==> config.mk <==
export PLATFORM = sky130hd
export DESIGN_NAME = uarttx_buffered
export DESIGN_NICKNAME = d
export VERILOG_FILES = /design/src/rtl/uarttx_pkg.sv /design/src/rtl/uarttx_fifo.sv /design/src/rtl/uarttx_buffered.sv
export SDC_FILE = /design/constraint.sdc
export NUM_CORES = 1
export LEC_CHECK = 0
export ABC_AREA = 1
export CAP_MARGIN = 0
export CORE_MARGIN = 5
export CORE_UTILIZATION = 50
export DETAILED_ROUTE_END_ITERATION = 8
export PLACE_DENSITY = 0.67
export SYNTH_ARGS = -nofsm -noshare
export SYNTH_HDL_FRONTEND = slang
export SYNTH_SLANG_ARGS = --single-unit
==> constraint.sdc <==
create_clock -name clk -period 6.6 [get_ports clk]
set_input_delay 1.32 -clock clk [delete_from_list [all_inputs] [get_ports clk]]
set_output_delay 1.32 -clock clk [all_outputs]
set_load 0.005 [all_outputs]
==> src/rtl/uarttx_pkg.sv <==
`default_nettype none
// +-----------------------------------------------------------------------+
// | uarttx_pkg                                                            |
// | Shared types for the buffered UART transmitter: parity selection,     |
// | FSM states and a frame-length helper.                                 |
// | Revision: 1.0                                                         |
// +-----------------------------------------------------------------------+
package uarttx_pkg;

  typedef enum logic [1:0] {
    PARITY_NONE = 2'd0,
    PARITY_EVEN = 2'd1,
    PARITY_ODD  = 2'd2
  } parity_e;

  typedef enum logic [2:0] {
    IDLE       = 3'd0,
    START_BIT  = 3'd1,
    DATA_BITS  = 3'd2,
    PARITY_BIT = 3'd3,
    STOP_BIT   = 3'd4
  } state_e;

  // Number of bit periods in one frame: start + data + optional parity + stop.
  function automatic int frame_bits(input int data_bits, input parity_e parity,
                                    input int stop_bits);
    return 1 + data_bits + ((parity != PARITY_NONE) ? 1 : 0) + stop_bits;
  endfunction

endpackage
`default_nettype wire

==> src/rtl/uarttx_fifo.sv <==
`default_nettype none
// +-----------------------------------------------------------------------+
// | uarttx_fifo                                                           |
// | Single-clock synchronous FIFO with first-word fall-through read data. |
// | Full/empty come from the occupancy counter, pointers wrap naturally.  |
// | Revision: 1.0                                                         |
// +-----------------------------------------------------------------------+
module uarttx_fifo #(
  parameter int WIDTH = 8,
  parameter int DEPTH = 16
) (
  input  logic                     clk,
  input  logic                     rst,
  input  logic                     push,
  input  logic [WIDTH-1:0]         push_data,
  input  logic                     pop,
  output logic [WIDTH-1:0]         pop_data,
  output logic [$clog2(DEPTH):0]   count,
  output logic                     full,
  output logic                     empty
);

  localparam int PTR_W = $clog2(DEPTH);

  logic [WIDTH-1:0] mem [DEPTH];
  logic [PTR_W-1:0] wr_ptr;
  logic [PTR_W-1:0] rd_ptr;
  logic             do_push;
  logic             do_pop;

  assign full     = (count == (PTR_W + 1)'(DEPTH));
  assign empty    = (count == '0);
  assign do_push  = push && !full;
  assign do_pop   = pop && !empty;
  assign pop_data = mem[rd_ptr];

  // Storage array; no reset needed since occupancy gates every read.
  always_ff @(posedge clk) begin
    if (do_push) begin
      mem[wr_ptr] <= push_data;
    end
  end

  // Pointer and occupancy bookkeeping; simultaneous push/pop leaves count unchanged.
  always_ff @(posedge clk or posedge rst) begin
    if (rst) begin
      wr_ptr <= '0;
      rd_ptr <= '0;
      count  <= '0;
    end else begin
      if (do_push) wr_ptr <= wr_ptr + 1'b1;
      if (do_pop)  rd_ptr <= rd_ptr + 1'b1;
      case ({do_push, do_pop})
        2'b10:   count <= count + 1'b1;
        2'b01:   count <= count - 1'b1;
        default: count <= count;
      endcase
    end
  end

endmodule
`default_nettype wire

==> src/rtl/uarttx_buffered.sv <==
`default_nettype none
// +-----------------------------------------------------------------------+
// | uarttx_buffered                                                       |
// | UART transmitter with a write FIFO, configurable data/parity/stop     |
// | format and a registered, glitch-free line output. Frames queued in    |
// | the FIFO go out back-to-back.                                         |
// | Revision: 1.0                                                         |
// +-----------------------------------------------------------------------+
module uarttx_buffered
  import uarttx_pkg::*;
#(
  parameter int      ClockFrequencyHz = 66_000_000,
  parameter int      BaudRate         = 115200,
  parameter int      DataBits         = 8,
  parameter parity_e Parity           = PARITY_NONE,
  parameter int      StopBits         = 1,
  parameter int      FifoDepth        = 16
) (
  input  logic                       clk,
  input  logic                       rst,
  input  logic [7:0]                 wr_data,
  input  logic                       wr_valid,
  output logic                       wr_ready,
  output logic                       tx,
  output logic                       busy,
  output logic [$clog2(FifoDepth):0] fifo_count
);

  localparam int               BIT_TIME   = ClockFrequencyHz / BaudRate;
  localparam int               CNT_W      = (BIT_TIME > 2) ? $clog2(BIT_TIME) : 1;
  localparam logic [CNT_W-1:0] BIT_LOAD   = CNT_W'(BIT_TIME - 1);
  localparam logic [2:0]       LAST_DATA  = 3'(DataBits - 1);
  localparam logic [2:0]       LAST_STOP  = 3'(StopBits - 1);
  localparam int               FRAME_BITS = frame_bits(DataBits, Parity, StopBits);

  // Elaboration-time parameter sanity checks.
  if (BIT_TIME < 2) begin : g_chk_bit_time
    $error("uarttx_buffered: BIT_TIME must be at least 2");
  end
  if (DataBits < 5 || DataBits > 8) begin : g_chk_data_bits
    $error("uarttx_buffered: DataBits must be 5..8");
  end
  if (StopBits < 1 || StopBits > 2) begin : g_chk_stop_bits
    $error("uarttx_buffered: StopBits must be 1 or 2");
  end
  if (FifoDepth < 2 || (FifoDepth & (FifoDepth - 1)) != 0) begin : g_chk_depth
    $error("uarttx_buffered: FifoDepth must be a power of two >= 2");
  end
  if (FRAME_BITS > 12) begin : g_chk_frame
    $error("uarttx_buffered: frame longer than 12 bit periods");
  end

  state_e           state;
  logic [CNT_W-1:0] bit_cnt;
  logic [2:0]       bit_idx;
  logic [7:0]       shreg;
  logic             par_bit;
  logic             active_d;
  logic [7:0]       fifo_dout;
  logic             fifo_full;
  logic             fifo_empty;
  logic             push;
  logic             pop;
  logic             bit_end;
  logic             frame_end;
  logic             next_par;

  // Full is derived from the registered count, so a pop in the same cycle
  // never opens a slot for a write.
  assign wr_ready  = !fifo_full;
  assign push      = wr_valid && wr_ready;
  assign bit_end   = (bit_cnt == '0);
  assign frame_end = (state == STOP_BIT) && bit_end && (bit_idx == LAST_STOP);
  assign pop       = !fifo_empty && ((state == IDLE) || frame_end);
  assign next_par  = (^fifo_dout[DataBits-1:0]) ^ (Parity == PARITY_ODD);

  uarttx_fifo #(
    .WIDTH (8),
    .DEPTH (FifoDepth)
  ) u_fifo (
    .clk       (clk),
    .rst       (rst),
    .push      (push),
    .push_data (wr_data),
    .pop       (pop),
    .pop_data  (fifo_dout),
    .count     (fifo_count),
    .full      (fifo_full),
    .empty     (fifo_empty)
  );

  // Frame sequencer: bit-time counter, bit index and shift register.
  always_ff @(posedge clk or posedge rst) begin
    if (rst) begin
      state   <= IDLE;
      bit_cnt <= '0;
      bit_idx <= '0;
      shreg   <= '0;
      par_bit <= 1'b0;
    end else begin
      if (pop) begin
        shreg   <= fifo_dout;
        par_bit <= next_par;
        bit_cnt <= BIT_LOAD;
        bit_idx <= '0;
        state   <= START_BIT;
      end else begin
        case (state)
          IDLE: begin
            state <= IDLE;
          end
          START_BIT: begin
            if (bit_end) begin
              bit_cnt <= BIT_LOAD;
              state   <= DATA_BITS;
            end else begin
              bit_cnt <= bit_cnt - 1'b1;
            end
          end
          DATA_BITS: begin
            if (bit_end) begin
              bit_cnt <= BIT_LOAD;
              shreg   <= {1'b0, shreg[7:1]};
              if (bit_idx == LAST_DATA) begin
                bit_idx <= '0;
                state   <= (Parity != PARITY_NONE) ? PARITY_BIT : STOP_BIT;
              end else begin
                bit_idx <= bit_idx + 1'b1;
              end
            end else begin
              bit_cnt <= bit_cnt - 1'b1;
            end
          end
          PARITY_BIT: begin
            if (bit_end) begin
              bit_cnt <= BIT_LOAD;
              bit_idx <= '0;
              state   <= STOP_BIT;
            end else begin
              bit_cnt <= bit_cnt - 1'b1;
            end
          end
          STOP_BIT: begin
            // The non-empty case of the final stop bit is handled by pop above.
            if (frame_end) begin
              state <= IDLE;
            end else if (bit_end) begin
              bit_cnt <= BIT_LOAD;
              bit_idx <= bit_idx + 1'b1;
            end else begin
              bit_cnt <= bit_cnt - 1'b1;
            end
          end
          default: begin
            state <= IDLE;
          end
        endcase
      end
    end
  end

  // Registered line driver; lags the sequencer by one cycle, idles high.
  always_ff @(posedge clk or posedge rst) begin
    if (rst) begin
      tx <= 1'b1;
    end else begin
      case (state)
        START_BIT:  tx <= 1'b0;
        DATA_BITS:  tx <= shreg[0];
        PARITY_BIT: tx <= par_bit;
        default:    tx <= 1'b1;
      endcase
    end
  end

  // Busy covers queued data, the sequencer, and the final registered line bit.
  always_ff @(posedge clk or posedge rst) begin
    if (rst) begin
      active_d <= 1'b0;
      busy     <= 1'b0;
    end else begin
      active_d <= (state != IDLE);
      busy     <= push || !fifo_empty || (state != IDLE) || active_d;
    end
  end

endmodule
`default_nettype wire
==> flow_summary_export.csv <==
group,metric,value,unit
floorplanning,rows,45,
floorplanning,die_w,134.4,microns
timing,period_share,45.71,%
global_route,grt_overflow_total,0,
clock_tree,cts_tree,"done",
drt,wl_per_cell,17.17,microns
synth,syn_area,7732,sq um
synth,yosysWarnings,0,
setup_path,crit_fanout,8,
finish,drive_gt1_share,8.055,%
min_path,hold_path_depth,2,
global_route,grt_pass1_vias,5396,
drt,dr_total_vias,5416,
floorplanning,dieArea,18050,sq um
global_route,grt_antenna_before_repair,0,
timing,max_freq,0.3314,GHz
synth,synth_fa_ha_area_share,2.104,%
setup_path,cp_cell_sequence,"clkdlybuf4s50_1 -> nand2_1 -> inv_1 -> o21ai_2 -> and2_1 -> ha_1 -> a21oi_1 -> or2_2 -> nand3_1 -> nand2_1 -> nand2_1 -> nand2_1 -> nand2_1 -> nand2_1",
synth,ys_ff_latch,169,
timing,fin_crit,3.017,ns
setup_path,r2r_cells,17,
power_and_ir_drop,power.density,304.6,nW/um^2
synth,synth_xor_area_share,1.230,%
clock_tree,cts_root_buf,"clkbuf_16",
drt,drt_iter0_markers,377,
timing,drv_slew,0,
flow_run,max-cap-violations,0,
finish,area_delta_synth_final,11.07,%
timing,slew-limit-headroom,39.82,%
global_route,grt_pass1_wl,27.26,mm
setup_path,cp.arrival,3.34,ns
synth,synthFlopType,"edfxtp_1",
floorplanning,initial_core_util,50.86,%
placement,hpwl,11.33,mm
clock_tree,cts_buffer_depth,2,
timing,tns,0,ns
timing,finalHoldViolCount,0,
drt,wl,17.08,mm
drt,ant_nets,0,
clock_tree,insertion_delay,0.43,ns
synth,syn_area_per_cell,9.926,sq um
drt,drc_errors,0,
floorplanning,die_h,134.4,microns
drt,via_per_inst,5.443,
setup_path,worstPathRequired,6.93,ns
synth,synth-seq-area-share,62.99,%
synth,synth_cell_types,41,
clock_tree,cts_hold_buf,0,
synth,synth_compound_area_share,4.984,%
synth,synth_top_family_by_area,"simple AND/OR/NAND/NOR gates",
power_and_ir_drop,p_leak,3.630,nW
synth,synth_mux_area_share,0,%
setup_path,cpPeakStageDelay,0.41,ns
outcome,outcome,"finished, final reports clean",
min_path,hp-class,"flip-flop to flip-flop",
setup_path,rrSetupSlack,3.66,ns
global_route,track_usage,19.97,%
synth,syn_nets,803,
finish,n_antenna_cell,0,
setup_path,crit_top_cell,"nand2_1",
setup_path,slowest_stage,"clkdlybuf4s50_1",
clock_tree,clock-sinks,169,
finish,nets,818,
finish,finalInstanceArea,8588,sq um
placement,numPortBuffers,18,
setup_path,end_kind,"flip-flop",
setup_path,cp-start-kind,"primary input",
clock_tree,clkSlewWorstSetupHoldPaths,0.07,ns
global_route,grt_max_degree,79,
timing,rsz0062_at_grt,"false",
placement,gp_congestion,0.8271,
floorplanning,core,15200,sq um
synth,netlist_instances,779,
floorplanning,ioPinCount,19,
drt,drt_first_pass_iters,5,
synth,synth_edf_count,128,
synth,async_reset_ff_share,24.26,%
clock_tree,cts_resized,0,
synth,yosys.area_share.simple,22.73,%
power_and_ir_drop,vdd_ir_drop_max,191.7,uV
setup_path,crit_type,"primary input to flip-flop",
timing,finalSetupViolCount,0,
timing,worst_slew_pin_slew,0.8999,ns
clock_tree,cts_buffers,17,
placement,dpl_cell_area,7981,sq um
clock_tree,post_cts_buffers,0,
timing,skew,0.009474,ns
clock_tree,h-tree-depth,4,
==> flip-flops by register name, summed over array words and instances, names as in the netlist <==
name / count
busy: 1
u_fifo.rd_ptr: 4
u_fifo.wr_ptr: 4
par_bit: 1
bit_idx: 3
bit_cnt: 10
active_d: 1
state: 3
u_fifo.count: 5
u_fifo.mem: 128
tx: 1
shreg: 8
==> power breakdown <==
group          switching (W)  total, W  internal [W]
clock network       0.000455  0.000997      0.000542
registers          0.0000512   0.00131       0.00125
logic               0.000210  0.000313      0.000102
total               0.000717   0.00262       0.00190
==> placed cells by master (no fill, tap or decap), types with 2 or more instances in the layout <==
| cell | count |
|---|---|
| inv_8 | 5 |
| o221ai_1 | 6 |
| buf_4 | 2 |
| clkbuf_16 | 17 |
| clkinv_4 | 2 |
| inv_2 | 7 |
| clkinv_2 | 2 |
| nand4_1 | 5 |
| nand2_1 | 244 |
| nand2_2 | 7 |
| nand3b_1 | 3 |
| a21oi_2 | 2 |
| nand3_2 | 2 |
| inv_1 | 63 |
| nor3_1 | 5 |
| a31oi_1 | 2 |
| nor2_2 | 4 |
| ha_1 | 13 |
| o21ai_0 | 24 |
| o211ai_1 | 6 |
| clkinv_8 | 3 |
| nand3_1 | 58 |
| a21oi_1 | 18 |
| dfrtp_1 | 39 |
| o21ai_1 | 5 |
| clkdlybuf4s50_1 | 18 |
| clkinvlp_4 | 2 |
| nor2_1 | 90 |
| edfxtp_1 | 128 |
| xnor2_1 | 2 |
| xor2_1 | 7 |
==> cells in the mapped netlist (7+ instances only) <==
cell type    n  area share [%]
a21oi_1     18             1.2
o21ai_0     24             1.6
edfxtp_1   128              50
nor2_1      90             4.4
buf_2       11            0.71
nand3_1     58             3.8
inv_1       63             3.1
xor2_1       7            0.79
ha_1        13             2.1
nand2_1    244              12
buf_6        9             1.3
dfrtp_1     40              13
inv_2        7            0.34
nand2_2      7            0.57
==> kinds of logic after synthesis <==
logic type	count (synthesis)
and+or+nand+nor	424
DFF	169
buffers and inverters	97
AOI/OAI and AO/OA	66
adders and majority gates	13
xor gates and xnor gates	10
==> routing by layer <==
layer,vias up,share of wire [%],GRT usage (%)
li1,2612,-,-
met1,2607,41,25.19
met2,174,50,34.47
met3,23,7.4,4.726
met4,0,1.6,5.769
met5,-,0,0
==> final cells by class <==
| cell class | instances | area [sq um] |
|---|---|---|
| Clock buffer | 17 | 425.4 |
| Clock inverter | 15 | 181.4 |
| Fill cell | 1312 | 6614 |
| Inverter | 73 | 277.8 |
| Multi-Input combinational cell | 513 | 2401 |
| Sequential cell | 169 | 4872 |
| Tap cell | 188 | 235.2 |
| Timing Repair Buffer | 20 | 195.2 |
==> stage by stage <==
stage / utilization, % / hold WS, ns / total power (W) / cells / worst slack [ns]
floorplan: - / 0.4204 / 0.001501 / 779 / 3.830
global placement: 52.50 / 0.4485 / 0.001624 / 963 / 3.251
detailed placement: 52.50 / 0.4394 / 0.001639 / 963 / 3.137
CTS: 56.49 / 0.4788 / 0.002629 / 995 / 3.592
global route: 56.49 / 0.4886 / 0.002724 / 995 / 3.432
finish: 56.49 / 0.4754 / 0.002616 / 995 / 3.583
==> worst max-delay path: cells and delay by family <==
kind	cells	cell delay, ns
AO/OA/AOI/OAI	2	0.23
adder cells (fa/ha/maj)	1	0.14
buffers and inverters	2	0.61
AND/OR/NAND/NOR	9	1.04
==> worst paths after layout <==
check                                start          endpoint
worst max-delay path              wr_valid   u_fifo.count[4]
worst min-delay path              active_d              busy
worst max register to register  bit_cnt[0]   u_fifo.count[4]
worst min register to register    active_d              busy
max in group asynchronous              rst  u_fifo.rd_ptr[0]
min in group asynchronous              rst        bit_cnt[9]
(Power assumes the default switching activity.)
